<file path="config.mk">
export PLATFORM = sky130hd
export DESIGN_NAME = delay_timer
export DESIGN_NICKNAME = d
export VERILOG_FILES = /design/src/rtl/delay_timer.sv
export SDC_FILE = /design/constraint.sdc
export NUM_CORES = 1
export LEC_CHECK = 0
export BUFFER_PORTS_ARGS = -buffer_cell sky130_fd_sc_hd__buf_2
export CAP_MARGIN = 10
export CORE_MARGIN = 5
export CORE_UTILIZATION = 62
export CTS_BUF_LIST = sky130_fd_sc_hd__clkbuf_4
export CTS_CLUSTER_DIAMETER = 50
export DETAILED_ROUTE_END_ITERATION = 8
export GPL_TIMING_DRIVEN = 0
export PLACE_DENSITY = 0.92
export SYNTH_ARGS = -nofsm -noshare
export SYNTH_HDL_FRONTEND = slang
export SYNTH_SLANG_ARGS = --single-unit
</file>
<file path="constraint.sdc">
create_clock -name clk -period 4.3 [get_ports clk]
set_input_delay 0.43 -clock clk [delete_from_list [all_inputs] [get_ports clk]]
set_output_delay 0.43 -clock clk [all_outputs]
set_load 0.02 [all_outputs]
</file>
<file path="src/rtl/delay_timer.sv">
// delay_timer: one-shot delay of N prescaled ticks, RDY held high until the next START.
module delay_timer #(
    parameter int WIDTH    = 16,
    parameter int PRESCALE = 50000
) (
    input  logic             clk,
    input  logic             reset,
    input  logic             START,
    input  logic             ABORT,
    input  logic [WIDTH-1:0] N,
    output logic             RDY,
    output logic             BUSY,
    output logic             TICK,
    output logic [WIDTH-1:0] TICKS_LEFT
);
    localparam int PW = (PRESCALE > 1) ? $clog2(PRESCALE) : 1;
    localparam logic [PW-1:0] PRE_TOP = PW'(PRESCALE - 1);

    typedef enum logic [1:0] {IDLE, RUN, DONE} state_t;

    state_t           state, state_n;
    logic [WIDTH-1:0] cnt, cnt_n;
    logic [PW-1:0]    pre, pre_n;
    logic             tick_n;

    always_ff @(posedge clk or negedge reset)
        if (!reset) begin
            state <= IDLE;
            cnt   <= '0;
            pre   <= '0;
            TICK  <= 1'b0;
        end else begin
            state <= state_n;
            cnt   <= cnt_n;
            pre   <= pre_n;
            TICK  <= tick_n;
        end

    always_comb begin
        state_n = state;
        cnt_n   = cnt;
        pre_n   = pre;
        tick_n  = 1'b0;
        if (ABORT) begin
            state_n = IDLE;
            cnt_n   = '0;
            pre_n   = '0;
        end else if (START) begin
            state_n = (N != '0) ? RUN : DONE;
            cnt_n   = N;
            pre_n   = PRE_TOP;
        end else if (state == RUN) begin
            pre_n = (pre != '0) ? pre - 1'b1 : PRE_TOP;
            if (pre == '0) begin
                tick_n  = 1'b1;
                // cnt is at least 1 in RUN; the last tick lands on DONE instead of wrapping
                state_n = (cnt <= WIDTH'(1)) ? DONE : RUN;
                cnt_n   = (cnt <= WIDTH'(1)) ? '0 : cnt - 1'b1;
            end
        end
    end

    assign RDY        = (state == DONE);
    assign BUSY       = (state == RUN);
    assign TICKS_LEFT = cnt;
endmodule

</file>
Word-level counts from Yosys, hierarchy flattened
Cells that the tools add are included.

Add/subtract/negate cells: 2. Multiply operators: 0. Div/mod/pow operators: 0. Magnitude comparators: 1. Equal/unequal tests: 2. Shift operators: 0. Muxes and demuxes: 19. Bitwise operators: 0. Reduce and logical (&&, ||, !) cells: 6.

Operator list (count): 2-to-1 mux 16 bit (9); nonzero test 16 bit (2); subtractor 16 x 1 -> 16 bit, second input constant (2); less-or-equal comparator 16 x 1 -> 1 bit, second input constant (1); logical NOT 16 bit (1); 2-to-1 mux 2 bit (6); nonzero test 3 bit (2); 2-to-1 mux 1 bit (4); equality test 2 x 1 -> 1 bit, second input constant (1); equality test 2 bit, second input constant (1); AND reduction 2 bit (1).

Register bits after elaboration: 35. Bits in latches: 0. Memory bits (writable): 0. Memory bits (read-only): 0. Input port bits: 20. Output and inout bits: 19. Logic and storage cells: 34. Memories: 0.

Logic depth before layout (Yosys ltp)
Gate-level depths: netlist of run 1.

Word-level depth: 6. Mapped depth: 9. Gate-level depth less buffers: 8.

Least setup slack after synthesis of run 1
Ideal clock, no wire load.

Kind: reg-to-reg. Start: register cnt[4] (netlist: TICKS_LEFT[4]). End: register cnt[0] (netlist: TICKS_LEFT[0]). Setup time: 0.142 ns. Arrival time: 2.289 ns. Data required time: 4.158 ns. Path slack: 1.869 ns. Stages on the path, launching flop included: 8. Buffers on the path: 1. Period minus slack after synthesis: 2.431 ns. Path through: dfrtp_1 -> or4_4 -> or4_1 -> buf_2 -> nor4_4 -> nor2_1 -> o21ai_0 -> a211oi_1.

Word-level cells in the longest chain between the ends: 6.

Ends and longest elaborated chain: start: declaration (line 22) `logic [WIDTH-1:0] cnt, cnt_n;`; start signal: assignment (line 34) `cnt <= cnt_n;`; less-or-equal comparator 16 x 1 -> 1 bit (line 58) `cnt_n = (cnt <= WIDTH'(1)) ? '0 : cnt - 1'b1;`; 2-to-1 mux 16 bit (line 58); 2-to-1 mux 16 bit (line 54) `if (pre == '0) begin`; 2-to-1 mux 16 bit (line 52) `end else if (state == RUN) begin`; 2-to-1 mux 16 bit (line 48) `end else if (START) begin`; 2-to-1 mux 16 bit (line 44) `if (ABORT) begin`.

No other way between the ends. The select of a mux whose other input is x is not followed. A chain may end at the register's enable or synchronous reset.

Worst setup path in the final report of run 1
Start: register pre[11]. End: register cnt[7] (netlist: TICKS_LEFT[7]).

Word-level cells in the longest chain between the ends: 3.

Ends and longest elaborated chain: start: declaration (line 23) `logic [PW-1:0] pre, pre_n;`; start signal: assignment (line 35) `pre <= pre_n;`; logical NOT 16 bit (line 54); nonzero test 3 bit (no source line); AND reduction 2 bit (no source line).

No other way between the ends.

==> impl_results.html, run 1 <==
<table>
<tr><th>Metric</th><th>Value</th></tr>
<tr><th colspan="2">Global routing</th></tr>
<tr><td>Overflow left after global routing</td><td>0</td></tr>
<tr><td>Initial antenna violation count</td><td>0</td></tr>
<tr><td>Pin count of the biggest net entering global routing</td><td>36</td></tr>
<tr><td>Global-route wire length before repair</td><td>9490 um</td></tr>
<tr><td>Overall track demand over capacity in global routing</td><td>26.8%</td></tr>
<tr><td>Vias in the first global route</td><td>2,128</td></tr>
<tr><th colspan="2">Floorplan</th></tr>
<tr><td>Initial Util</td><td>64.1%</td></tr>
<tr><td>Core area</td><td>3360 sq um</td></tr>
<tr><td>Number of standard-cell rows in the floorplan</td><td>21</td></tr>
<tr><td>Die Y-Extent</td><td>69.0 um</td></tr>
<tr><td>I/O pin total</td><td>39</td></tr>
<tr><td>Total Die Area</td><td>4760 sq um</td></tr>
<tr><td>Width of the chip</td><td>69.0 um</td></tr>
<tr><th colspan="2">Place</th></tr>
<tr><td>HPWL after detailed placement</td><td>4160 um</td></tr>
<tr><td>Count of buffers inserted at the top-level ports</td><td>38</td></tr>
<tr><td>Weighted congestion reported at the end of routability-driven placement</td><td>0.947</td></tr>
<tr><th colspan="2">Drt</th></tr>
<tr><td>Starting DRT DRC Count</td><td>276</td></tr>
<tr><td>Ratio of routed vias to standard cells</td><td>6.32</td></tr>
<tr><td>Length of the first detailed-routing pass in iterations</td><td>5</td></tr>
<tr><td>Remaining number of nets flagged by the antenna check after routing</td><td>0</td></tr>
<tr><td>Via count</td><td>2,245</td></tr>
<tr><td>Drt wl/cell</td><td>16.0 um</td></tr>
<tr><td>Aggregate routed wire length</td><td>5680 um</td></tr>
<tr><td>DR DRC count</td><td>0</td></tr>
<tr><th colspan="2">Pwr</th></tr>
<tr><td>Max VDD drop</td><td>0.210 mV</td></tr>
<tr><td>Sequential power share</td><td>47.4%</td></tr>
<tr><td>Portion of total power attributed to combinational logic</td><td>23.7%</td></tr>
<tr><td>Proportion of power drawn by the clock network</td><td>28.8%</td></tr>
<tr><td>Tot Pwr</td><td>792 uW</td></tr>
<tr><td>Sw Pwr</td><td>255 uW</td></tr>
<tr><td>Int Pwr</td><td>538 uW</td></tr>
<tr><td>Pwr/cell area</td><td>319 nW/um^2</td></tr>
<tr><td>Share of total power consumed by net switching</td><td>32.1%</td></tr>
<tr><td>Static leakage</td><td>1.09 nW</td></tr>
<tr><th colspan="2">Cells and area</th></tr>
<tr><td>Share of final-layout standard cells stronger than drive strength 1</td><td>17.5%</td></tr>
<tr><td>Antenna cells</td><td>0</td></tr>
<tr><td>Net count of the finished layout</td><td>332</td></tr>
<tr><td>Number of filler instances in the final layout</td><td>269</td></tr>
<tr><td>Final design utilization</td><td>73.7%</td></tr>
<tr><td>Signed area change from the synthesized netlist to the final layout</td><td>15.0%</td></tr>
<tr><th colspan="2">Clock network</th></tr>
<tr><td>Hold bufs inserted after CTS</td><td>0</td></tr>
<tr><td>Clock Path Buffers</td><td>2</td></tr>
<tr><td>Setup repair bufs after CTS</td><td>0</td></tr>
<tr><td>Number of clock sinks seen by CTS</td><td>35</td></tr>
<tr><td>Total clock buffers created by CTS</td><td>5</td></tr>
<tr><td>Clock tree root buffer cell</td><td>clkbuf_4</td></tr>
<tr><td>Gates resized, CTS repair</td><td>0</td></tr>
<tr><td>Clock H-tree levels</td><td>2</td></tr>
<tr><td>Clock-pin slew of the registers on the worst-case setup and hold paths</td><td>110 ps</td></tr>
<tr><td>Clock latency on the worst-skew pair</td><td>340 ps</td></tr>
<tr><td>CTS tree</td><td>done</td></tr>
<tr><th colspan="2">STA</th></tr>
<tr><td>Clock skew after layout</td><td>16.5 ps</td></tr>
<tr><td>Sum Neg Setup Slack</td><td>0 ps</td></tr>
<tr><td>Top achievable clock speed</td><td>378 MHz</td></tr>
<tr><td>Period Utilization, post-route</td><td>61.5%</td></tr>
<tr><td>Time the worst path needs with I/O delays and setup</td><td>2650 ps</td></tr>
<tr><td>Slew of the pin with the lowest slew margin</td><td>853 ps</td></tr>
<tr><td>Final count of hold timing violations</td><td>0</td></tr>
<tr><td>Max Slew Vio Count</td><td>0</td></tr>
<tr><td>Setup repair after global routing missed its margin</td><td>false</td></tr>
<tr><td># setup viols final</td><td>0</td></tr>
<tr><td>Final-layout worst hold slack</td><td>146 ps</td></tr>
<tr><td>Relative slew slack</td><td>42.6%</td></tr>
<tr><th colspan="2">Synth</th></tr>
<tr><td>Top cells by area in the synthesized netlist</td><td>dfrtp_1 41%, nor2_1 5.4%, a21oi_1 5.1%</td></tr>
<tr><td>Post-synthesis async set-or-reset flop share</td><td>100%</td></tr>
<tr><td>Largest area contributor in the synthesized netlist</td><td>dfrtp_1</td></tr>
<tr><td>Netlist area before placement</td><td>2160 sq um</td></tr>
<tr><td>Post-synth top cells</td><td>35 x dfrtp_1, 31 x nor2_1, 26 x nand2_1, 22 x a21oi_1, 19 x o21ai_0</td></tr>
<tr><td>Most instantiated library cell after synthesis</td><td>dfrtp_1</td></tr>
<tr><td>Net count after synthesis</td><td>287</td></tr>
<tr><td>Primary flip-flop cell chosen by synthesis mapping</td><td>dfrtp_1</td></tr>
<tr><td>Yosys top cell area share</td><td>40.6%</td></tr>
<tr><td>Library cells used by synthesis</td><td>42</td></tr>
<tr><td>Sequential-to-total area share from yosys stat</td><td>40.6%</td></tr>
<tr><td>#FFs+latches synth</td><td>35</td></tr>
<tr><td>Count of synthesis-stage warnings from yosys</td><td>0</td></tr>
<tr><td>Number of instances in the synthesized netlist</td><td>263</td></tr>
<tr><td>EDFF count, synth</td><td>0</td></tr>
<tr><td>Mean post-synth cell area</td><td>8.20 sq um</td></tr>
<tr><th colspan="2">Worst setup path</th></tr>
<tr><td>Required time of the critical path</td><td>4520 ps</td></tr>
<tr><td>Worst reg2reg path endpoint</td><td>TICKS_LEFT[7]$_DFFE_PN0P_</td></tr>
<tr><td>CP Capture Type</td><td>flop</td></tr>
<tr><td>Slowest cell on the critical path</td><td>or4_1</td></tr>
<tr><td>Total buffers and inverters traversed by the critical path</td><td>1</td></tr>
<tr><td>Kind of cell adding the most delay to the critical path</td><td>simple AND/OR/NAND/NOR gates</td></tr>
<tr><td>Cell-by-cell trace of the critical path</td><td>or4_1, nor2_1, and3_1, clkbuf_1, o21ai_0, a32oi_1, nand2_1</td></tr>
<tr><td>Element type at the critical path start</td><td>flop</td></tr>
<tr><td>Reg-to-reg critical path startpoint</td><td>pre[11]$_DFFE_PN0P_</td></tr>
<tr><td>Length in cells of the worst reg-to-reg path</td><td>7</td></tr>
<tr><td>Worst path max stage delay</td><td>570 ps</td></tr>
<tr><td>Crit-path max FO</td><td>10</td></tr>
<tr><td>Setup slack on the worst flop-to-flop path</td><td>1650 ps</td></tr>
<tr><td>CP Class</td><td>flop to flop</td></tr>
<tr><td>Arrival time of the worst setup path</td><td>2870 ps</td></tr>
<tr><th colspan="2">Outcome</th></tr>
<tr><td>Run status</td><td>finished, final reports clean</td></tr>
<tr><th colspan="2">Flow run</th></tr>
<tr><td>Maxcap violations</td><td>0</td></tr>
<tr><th colspan="2">Hold path</th></tr>
<tr><td>Path class of the lowest-slack min-delay path</td><td>input pin to async pin</td></tr>
</table>
[cells in the final DEF, fill, tap and decap left out, types with 3 or more instances in the layout]
master / count
dfrtp_1: 35
a22oi_1: 3
or4_1: 6
o211ai_1: 3
nor2_1: 31
nand2_1: 26
clkbuf_4: 5
nand2b_1: 5
nand4_1: 4
clkbuf_1: 11
a32oi_1: 3
nor4_1: 14
ha_1: 4
inv_1: 6
a21oi_1: 22
or3_1: 4
nand3_1: 10
or2_2: 4
o21ai_0: 19
buf_2: 39
a211oi_1: 4
nor3_1: 17
nor4b_1: 3
xnor2_1: 4
[how the worst max path moves through the flow]
stage,startpoint,endpoint,depth (start not counted)
final,pre[11]$_DFFE_PN0P_,TICKS_LEFT[7]$_DFFE_PN0P_,7
after global routing,pre[10]$_DFFE_PN0P_,TICKS_LEFT[9]$_DFFE_PN0P_,7
after CTS,pre[11]$_DFFE_PN0P_,TICKS_LEFT[7]$_DFFE_PN0P_,7
after detailed placement,pre[11]$_DFFE_PN0P_,TICKS_LEFT[7]$_DFFE_PN0P_,7
after global placement,pre[11]$_DFFE_PN0P_,TICKS_LEFT[7]$_DFFE_PN0P_,7
after floorplan,TICKS_LEFT[4]$_DFFE_PN0P_,TICKS_LEFT[0]$_DFFE_PN0P_,7
[layer usage]
layer	global-route usage (%)	wire (um)
met2	39.8	2480
met1	36.9	2530
met4	10.7	129
met5	0	0
met3	7.13	548
[worst register-to-register path, delay by kind of cell, from the launching register on]
kind	cells	cell delay, ps
simple gates	4	1310
compound gates	2	420
flops	1	420
buf+inv	1	390
[cell families after synthesis]
family,synth area share [%]
buf+inv,3.37
xor+xnor,2.44
compound gates,19.1
simple gates,32.2
flops,40.6
fa+ha+maj,2.32
[power by group through the flow]
stage / Sequential (mW) / Combinational, mW / Clock [mW]
after floorplan: 0.387 / 0.119 / 0
after detailed placement: 0.381 / 0.184 / 0
after global routing: 0.380 / 0.208 / 0.246
final: 0.376 / 0.188 / 0.228
after global placement: 0.380 / 0.180 / 0
after CTS: 0.375 / 0.185 / 0.235
[metrics by stage]
| step | instance area (sq um) | setup WS [ps] | instances |
|---|---|---|---|
| 3_3_place_gp | 2400 | 1740 | 347 |
| 2_1_floorplan | 2160 | 1870 | 263 |
| 5_1_grt | 2480 | 1480 | 355 |
| 6_report | 2480 | 1650 | 355 |
| 3_5_place_dp | 2400 | 1680 | 347 |
| 4_1_cts | 2480 | 1690 | 355 |
[final cells by class]
type	instances	area (sq um)	area share (%)
Inverter	7	26.3	1.06
Sequential cell	35	876	35.3
Timing Repair Buffer	38	190	7.67
Clock buffer	5	37.5	1.51
Multi-Input combinational cell	209	1210	48.7
Clock inverter	3	38.8	1.56
Tap cell	46	57.6	2.32
Buffer	12	46.3	1.87
[flip-flops by register name, summed over array words and instances (netlist names)]
register,flops
TICKS_LEFT,16
TICK,1
state,2
pre,16
Note: power is estimated with default switching activity, not from simulation.
==> inputs of run 2 (changes only) <==
- CORE_UTILIZATION: 62 -> 58
- PLACE_DENSITY: 0.92 -> 0.88
- clock period: 4.3 -> 2.6 ns (I/O delays scaled with it)
==> impl_results.html, run 2 (synthesis results as in run 1) <==
<table>
<tr><th>Metric</th><th>Value</th></tr>
<tr><th colspan="2">Clock network</th></tr>
<tr><td>Clock latency on the worst-skew pair</td><td>340 ps</td></tr>
<tr><td>CTS tree</td><td>done</td></tr>
<tr><td>Total clock buffers created by CTS</td><td>5</td></tr>
<tr><td>Clock-pin slew of the registers on the worst-case setup and hold paths</td><td>110 ps</td></tr>
<tr><td>Clock Path Buffers</td><td>2</td></tr>
<tr><td>Clock H-tree levels</td><td>2</td></tr>
<tr><td>Clock tree root buffer cell</td><td>clkbuf_4</td></tr>
<tr><td>Number of clock sinks seen by CTS</td><td>35</td></tr>
<tr><td>Setup repair bufs after CTS</td><td>0</td></tr>
<tr><th colspan="2">Floorplan</th></tr>
<tr><td>Die Y-Extent</td><td>71.0 um</td></tr>
<tr><td>Number of standard-cell rows in the floorplan</td><td>22</td></tr>
<tr><td>I/O pin total</td><td>39</td></tr>
<tr><td>Width of the chip</td><td>71.0 um</td></tr>
<tr><td>Total Die Area</td><td>5040 sq um</td></tr>
<tr><td>Initial Util</td><td>59.3%</td></tr>
<tr><td>Core area</td><td>3630 sq um</td></tr>
<tr><th colspan="2">Outcome</th></tr>
<tr><td>Run status</td><td>finished, violations left</td></tr>
<tr><td>Violations in the final reports</td><td>hold timing</td></tr>
<tr><th colspan="2">Global routing</th></tr>
<tr><td>Global-route wire length before repair</td><td>9600 um</td></tr>
<tr><td>Initial antenna violation count</td><td>0</td></tr>
<tr><td>Overflow left after global routing</td><td>0</td></tr>
<tr><td>Overall track demand over capacity in global routing</td><td>23.6%</td></tr>
<tr><td>Vias in the first global route</td><td>1,985</td></tr>
<tr><td>Pin count of the biggest net entering global routing</td><td>36</td></tr>
<tr><th colspan="2">Place</th></tr>
<tr><td>Number of cells in the design after placement</td><td>349</td></tr>
<tr><td>Placed inst area</td><td>2410 sq um</td></tr>
<tr><td>Count of buffers inserted at the top-level ports</td><td>38</td></tr>
<tr><td>Weighted congestion reported at the end of routability-driven placement</td><td>0.973</td></tr>
<tr><td>HPWL after detailed placement</td><td>4220 um</td></tr>
<tr><th colspan="2">Worst setup path</th></tr>
<tr><td>Slowest cell on the critical path</td><td>nor4_2</td></tr>
<tr><td>CP Class</td><td>flop to flop</td></tr>
<tr><td>Worst path max stage delay</td><td>800 ps</td></tr>
<tr><td>Required time of the critical path</td><td>2820 ps</td></tr>
<tr><td>Arrival time of the worst setup path</td><td>2740 ps</td></tr>
<tr><td>CP Capture Type</td><td>flop</td></tr>
<tr><td>Crit-path max FO</td><td>10</td></tr>
<tr><td>Cell-by-cell trace of the critical path</td><td>or4_4, nor4_2, o21ai_0, a32oi_1, o31ai_1</td></tr>
<tr><td>Element type at the critical path start</td><td>flop</td></tr>
<tr><th colspan="2">Cells and area</th></tr>
<tr><td>Antenna cells</td><td>0</td></tr>
<tr><td>Post-route cell area</td><td>2470 sq um</td></tr>
<tr><td>Share of final-layout standard cells stronger than drive strength 1</td><td>19.2%</td></tr>
<tr><td>Most common library cell in the layout ignoring fill and taps</td><td>buf_2</td></tr>
<tr><td>Signed area change from the synthesized netlist to the final layout</td><td>14.6%</td></tr>
<tr><td>Net count of the finished layout</td><td>332</td></tr>
<tr><td>Final Instance Count excl. Fillers</td><td>356</td></tr>
<tr><td>Leading cell types in the layout, fill and taps excluded</td><td>39 x buf_2, 34 x dfrtp_1, 29 x nor2_1</td></tr>
<tr><td>Number of filler instances in the final layout</td><td>321</td></tr>
<tr><th colspan="2">Drt</th></tr>
<tr><td>Length of the first detailed-routing pass in iterations</td><td>5</td></tr>
<tr><td>Aggregate routed wire length</td><td>5970 um</td></tr>
<tr><td>Ratio of routed vias to standard cells</td><td>6.44</td></tr>
<tr><td>Drt wl/cell</td><td>16.8 um</td></tr>
<tr><td>Starting DRT DRC Count</td><td>287</td></tr>
<tr><td>Via count</td><td>2,293</td></tr>
<tr><td>Remaining number of nets flagged by the antenna check after routing</td><td>0</td></tr>
<tr><td>DR DRC count</td><td>0</td></tr>
<tr><th colspan="2">STA</th></tr>
<tr><td>Final count of hold timing violations</td><td>31</td></tr>
<tr><td>Final-layout worst hold slack</td><td>-15.5 ps</td></tr>
<tr><td>Time the worst path needs with I/O delays and setup</td><td>2530 ps</td></tr>
<tr><td>Setup repair after global routing missed its margin</td><td>true</td></tr>
<tr><td>Period Utilization, post-route</td><td>97.1%</td></tr>
<tr><td># setup viols final</td><td>0</td></tr>
<tr><td>Clock skew after layout</td><td>11.2 ps</td></tr>
<tr><td>Top achievable clock speed</td><td>396 MHz</td></tr>
<tr><td>Sum Neg Setup Slack</td><td>0 ps</td></tr>
<tr><td>Slew of the pin with the lowest slew margin</td><td>874 ps</td></tr>
<tr><td>Max Slew Vio Count</td><td>0</td></tr>
<tr><td>Relative slew slack</td><td>41.2%</td></tr>
<tr><th colspan="2">Flow run</th></tr>
<tr><td>Maxcap violations</td><td>0</td></tr>
<tr><th colspan="2">Pwr</th></tr>
<tr><td>Share of total power consumed by net switching</td><td>35.3%</td></tr>
<tr><td>Int Pwr</td><td>790 uW</td></tr>
<tr><td>Max VDD drop</td><td>0.353 mV</td></tr>
<tr><td>Pwr/cell area</td><td>494 nW/um^2</td></tr>
<tr><td>Static leakage</td><td>1.08 nW</td></tr>
<tr><td>Sequential power share</td><td>51.1%</td></tr>
<tr><td>Portion of total power attributed to combinational logic</td><td>26.3%</td></tr>
<tr><td>Tot Pwr</td><td>1.22 mW</td></tr>
<tr><td>Sw Pwr</td><td>430 uW</td></tr>
<tr><td>Proportion of power drawn by the clock network</td><td>22.6%</td></tr>
<tr><th colspan="2">Hold path</th></tr>
<tr><td>Path class of the lowest-slack min-delay path</td><td>input pin to async pin</td></tr>
</table>
==> run 2: cell types whose count changed in the layout (fill, tap and decap cells not counted) <==
| cell | change |
|---|---|
| bufinv_16 | -1 |
| nor3_1 | -1 |
| dfrtp_2 | +1 |
| clkbuf_2 | +2 |
| nor3_2 | +1 |
| nor2_4 | +1 |
| nor2_1 | -2 |
| dfrtp_1 | -1 |
| nor2_2 | +1 |
| clkbuf_1 | -2 |
==> run 2: area by class of cell <==
type	instances	area [sq um]	area share (%)
Inverter	7	26.3	1.06
Tap cell	48	60.1	2.43
Clock inverter	2	8.76	0.354
Timing Repair Buffer	38	190	7.70
Multi-Input combinational cell	209	1220	49.5
Clock buffer	5	37.5	1.52
Buffer	12	48.8	1.97
Sequential cell	35	877	35.5
==> run 2: per-layer routing <==
layer	global-route usage (%)	vias to the layer above	routed length, um
li1	-	1068	-
met1	34.3	1057	2550
met2	35.3	142	2660
met3	4.69	26	578
met4	7.93	0	178
met5	0	-	0
==> run 2: final timing paths <==
kind,start,to,slack (ps),depth (start not counted)
setup reg to reg,TICKS_LEFT[4]$_DFFE_PN0P_,TICKS_LEFT[9]$_DFFE_PN0P_,70,5
min in group clk,N[12],TICKS_LEFT[12]$_DFFE_PN0P_,150,3
hold / removal,reset,TICKS_LEFT[1]$_DFFE_PN0P_,-20,1
max in group asynchronous,reset,TICKS_LEFT[4]$_DFFE_PN0P_,2080,1
hold reg to reg,pre[15]$_DFFE_PN0P_,pre[15]$_DFFE_PN0P_,520,1
setup / recovery,TICKS_LEFT[4]$_DFFE_PN0P_,TICKS_LEFT[9]$_DFFE_PN0P_,70,5
==> run 2: critical path, delay by kind of cell (launching register included) <==
kind | cells | cell delay (ps)
DFF | 1 | 470
AOI/OAI and AO/OA | 3 | 550
and+or+nand+nor | 2 | 1390
==> run 2: repair_timing <==
action | in CTS | in global routing
endpoints found under the setup margin | 0 | 15
gates resized for setup | 0 | 9
hold buffers | 0 | 0
==> run 2: power groups by stage <==
| stage | logic [mW] | registers (mW) | clock network (mW) |
|---|---|---|---|
| after floorplan | 0.196 | 0.640 | 0 |
| after detailed placement | 0.306 | 0.632 | 0 |
| after CTS | 0.308 | 0.622 | 0.279 |
| after global routing | 0.350 | 0.629 | 0.313 |
| after global placement | 0.298 | 0.630 | 0 |
| final | 0.321 | 0.623 | 0.276 |
==> run 2: per-stage QoR <==
step / worst slack [ps] / utilization (%)
final: 74.5 / 68.0
after global routing: -5.88 / 68.0
after CTS: 1.81 / 67.5
after detailed placement: 28.4 / 66.2
after global placement: 25.9 / 66.2
after floorplan: 169 / -
==> inputs of run 3 (changes only) <==
- PLACE_DENSITY: 0.88 -> default
- PLACE_DENSITY_LB_ADDON: default -> 0.08
- SLEW_MARGIN: default -> 10
==> impl_results.html, run 3 (synthesis results as in run 1) <==
<table>
<tr><th>Metric</th><th>Value</th></tr>
<tr><th colspan="2">Outcome</th></tr>
<tr><td>Run status</td><td>finished, violations left</td></tr>
<tr><td>Violations in the final reports</td><td>hold timing, setup timing</td></tr>
<tr><th colspan="2">Pwr</th></tr>
<tr><td>Proportion of power drawn by the clock network</td><td>22.8%</td></tr>
<tr><td>Sequential power share</td><td>51.3%</td></tr>
<tr><td>Pwr/cell area</td><td>493 nW/um^2</td></tr>
<tr><td>Int Pwr</td><td>799 uW</td></tr>
<tr><td>Share of total power consumed by net switching</td><td>34.2%</td></tr>
<tr><td>Portion of total power attributed to combinational logic</td><td>26.0%</td></tr>
<tr><td>Static leakage</td><td>1.08 nW</td></tr>
<tr><td>Tot Pwr</td><td>1.21 mW</td></tr>
<tr><td>Sw Pwr</td><td>415 uW</td></tr>
<tr><td>Max VDD drop</td><td>0.341 mV</td></tr>
<tr><th colspan="2">Hold path</th></tr>
<tr><td>Path class of the lowest-slack min-delay path</td><td>input pin to async pin</td></tr>
<tr><th colspan="2">Floorplan</th></tr>
<tr><td>Core area</td><td>3630 sq um</td></tr>
<tr><td>I/O pin total</td><td>39</td></tr>
<tr><td>Number of standard-cell rows in the floorplan</td><td>22</td></tr>
<tr><td>Width of the chip</td><td>71.0 um</td></tr>
<tr><td>Initial Util</td><td>59.3%</td></tr>
<tr><td>Die Y-Extent</td><td>71.0 um</td></tr>
<tr><td>Total Die Area</td><td>5040 sq um</td></tr>
<tr><th colspan="2">Cells and area</th></tr>
<tr><td>Antenna cells</td><td>0</td></tr>
<tr><td>Share of final-layout standard cells stronger than drive strength 1</td><td>19.2%</td></tr>
<tr><td>Leading cell types in the layout, fill and taps excluded</td><td>39 x buf_2, 34 x dfrtp_1, 29 x nor2_1</td></tr>
<tr><td>Signed area change from the synthesized netlist to the final layout</td><td>14.3%</td></tr>
<tr><td>Net count of the finished layout</td><td>332</td></tr>
<tr><td>Most common library cell in the layout ignoring fill and taps</td><td>buf_2</td></tr>
<tr><th colspan="2">Drt</th></tr>
<tr><td>Ratio of routed vias to standard cells</td><td>6.28</td></tr>
<tr><td>Aggregate routed wire length</td><td>5950 um</td></tr>
<tr><td>Length of the first detailed-routing pass in iterations</td><td>5</td></tr>
<tr><td>Via count</td><td>2,231</td></tr>
<tr><td>Remaining number of nets flagged by the antenna check after routing</td><td>0</td></tr>
<tr><td>Drt wl/cell</td><td>16.8 um</td></tr>
<tr><td>Starting DRT DRC Count</td><td>292</td></tr>
<tr><td>DR DRC count</td><td>0</td></tr>
<tr><th colspan="2">Place</th></tr>
<tr><td>Weighted congestion reported at the end of routability-driven placement</td><td>0.938</td></tr>
<tr><td>Count of buffers inserted at the top-level ports</td><td>38</td></tr>
<tr><td>HPWL after detailed placement</td><td>4270 um</td></tr>
<tr><td>Worst setup timing slack at the placement stage</td><td>-19.3 ps</td></tr>
<tr><th colspan="2">Worst setup path</th></tr>
<tr><td>Slowest cell on the critical path</td><td>nor4_2</td></tr>
<tr><td>Cell-by-cell trace of the critical path</td><td>or4_4, nor4_2, o21ai_0, a32oi_1, o31ai_1</td></tr>
<tr><td>Worst path max stage delay</td><td>880 ps</td></tr>
<tr><td>Reg-to-reg critical path startpoint</td><td>TICKS_LEFT[4]$_DFFE_PN0P_</td></tr>
<tr><td>Required time of the critical path</td><td>2820 ps</td></tr>
<tr><td>CP startpoint</td><td>TICKS_LEFT[4]$_DFFE_PN0P_</td></tr>
<tr><td>CP Class</td><td>flop to flop</td></tr>
<tr><td>Element type at the critical path start</td><td>flop</td></tr>
<tr><td>Arrival time of the worst setup path</td><td>2840 ps</td></tr>
<tr><td>Crit-path max FO</td><td>10</td></tr>
<tr><td>CP Capture Type</td><td>flop</td></tr>
<tr><th colspan="2">Global routing</th></tr>
<tr><td>Pin count of the biggest net entering global routing</td><td>36</td></tr>
<tr><td>Overflow left after global routing</td><td>0</td></tr>
<tr><td>Initial antenna violation count</td><td>0</td></tr>
<tr><td>Vias in the first global route</td><td>2,006</td></tr>
<tr><td>Global-route wire length before repair</td><td>9850 um</td></tr>
<tr><td>Overall track demand over capacity in global routing</td><td>24.5%</td></tr>
<tr><th colspan="2">STA</th></tr>
<tr><td>Time the worst path needs with I/O delays and setup</td><td>2620 ps</td></tr>
<tr><td>Final-layout worst hold slack</td><td>-19.9 ps</td></tr>
<tr><td>Period Utilization, post-route</td><td>101%</td></tr>
<tr><td>Slew of the pin with the lowest slew margin</td><td>975 ps</td></tr>
<tr><td>Relative slew slack</td><td>34.5%</td></tr>
<tr><td>Top achievable clock speed</td><td>382 MHz</td></tr>
<tr><td>Final worst slack</td><td>-20.4 ps</td></tr>
<tr><td>Setup repair after global routing missed its margin</td><td>true</td></tr>
<tr><td>Final count of hold timing violations</td><td>26</td></tr>
<tr><td>Max Slew Vio Count</td><td>0</td></tr>
<tr><td>Clock skew after layout</td><td>8.22 ps</td></tr>
<tr><td># setup viols final</td><td>1</td></tr>
<tr><th colspan="2">Clock network</th></tr>
<tr><td>Clock tree root buffer cell</td><td>clkbuf_4</td></tr>
<tr><td>Clock H-tree levels</td><td>2</td></tr>
<tr><td>Clock-pin slew of the registers on the worst-case setup and hold paths</td><td>100 ps</td></tr>
<tr><td>CTS tree</td><td>done</td></tr>
<tr><td>Total clock buffers created by CTS</td><td>5</td></tr>
<tr><td>Clock Path Buffers</td><td>2</td></tr>
<tr><td>Hold bufs inserted after CTS</td><td>0</td></tr>
<tr><td>Clock latency on the worst-skew pair</td><td>330 ps</td></tr>
<tr><td>Number of clock sinks seen by CTS</td><td>35</td></tr>
<tr><th colspan="2">Flow run</th></tr>
<tr><td>Maxcap violations</td><td>0</td></tr>
</table>
-- run 3: cell count changes in the layout (fill, tap and decap cells not counted) --
cell      change
o21ai_1       +1
clkinv_1      -1
nor2_2        +1
nor2_4        -1
o21ai_0       -1
clkbuf_4      +1
clkinv_2      -1
-- run 3: power groups by stage --
stage	sequential [mW]	combinational [mW]	clock, mW
after global routing	0.630	0.350	0.312
after floorplan	0.640	0.196	0
final	0.623	0.316	0.276
after global placement	0.630	0.302	0
after detailed placement	0.632	0.307	0
after CTS	0.621	0.309	0.283
-- run 3: through the flow --
stage	TNS [ps]	instance area [sq um]	utilization [%]	cells
final	-20.4	2460	67.8	355
after global routing	-151	2460	67.8	355
after CTS	0	2450	67.6	355
after detailed placement	-20.4	2410	66.2	349
after global placement	0	2410	66.2	349
after floorplan	0	2160	-	263
-- run 3: final cells by class --
cell class                 count  area, sq um
timing repair buffer          38          190
buffer                        12         48.8
sequential                    35          877
multi-input combinational    209         1220
fill                         333         1170
tap                           48         60.1
inverter                       7         26.3
clock buffer                   6         45.0
-- run 3: metal layers --
| layer | vias to the layer above | track usage [%] | part of all wire, % |
|---|---|---|---|
| li1 | 1065 | - | - |
| met1 | 1053 | 38.5 | 46 |
| met2 | 103 | 34.5 | 45 |
| met3 | 10 | 4.55 | 7.6 |
| met4 | 0 | 5.85 | 1.4 |
| met5 | - | 0 | 0 |
-- run 3: path summary, 6_finish.rpt --
check	end	depth (start not counted)	slack, ps
worst max-delay path	TICKS_LEFT[9]$_DFFE_PN0P_	5	-20
worst min-delay path	TICKS_LEFT[9]$_DFFE_PN0P_	1	-20
worst max register to register	TICKS_LEFT[9]$_DFFE_PN0P_	5	-20
worst min register to register	pre[15]$_DFFE_PN0P_	1	490
max in group asynchronous	TICKS_LEFT[4]$_DFFE_PN0P_	1	2100
min in group clk	TICKS_LEFT[8]$_DFFE_PN0P_	3	140
-- run 3: worst max-delay path, delay by kind of cell, from the launching register on --
| family | cells | cell delay, ps |
|---|---|---|
| AND/OR/NAND/NOR | 2 | 1470 |
| AO/OA/AOI/OAI | 3 | 560 |
| flip-flops | 1 | 470 |
-- run 3: what timing repair did --
action                     4_1_cts  5_1_grt
pin swaps                        0        1
gates cloned                     0        0
buffers inserted                 0        0
resized for setup                2        6
setup endpoints to repair        2       17
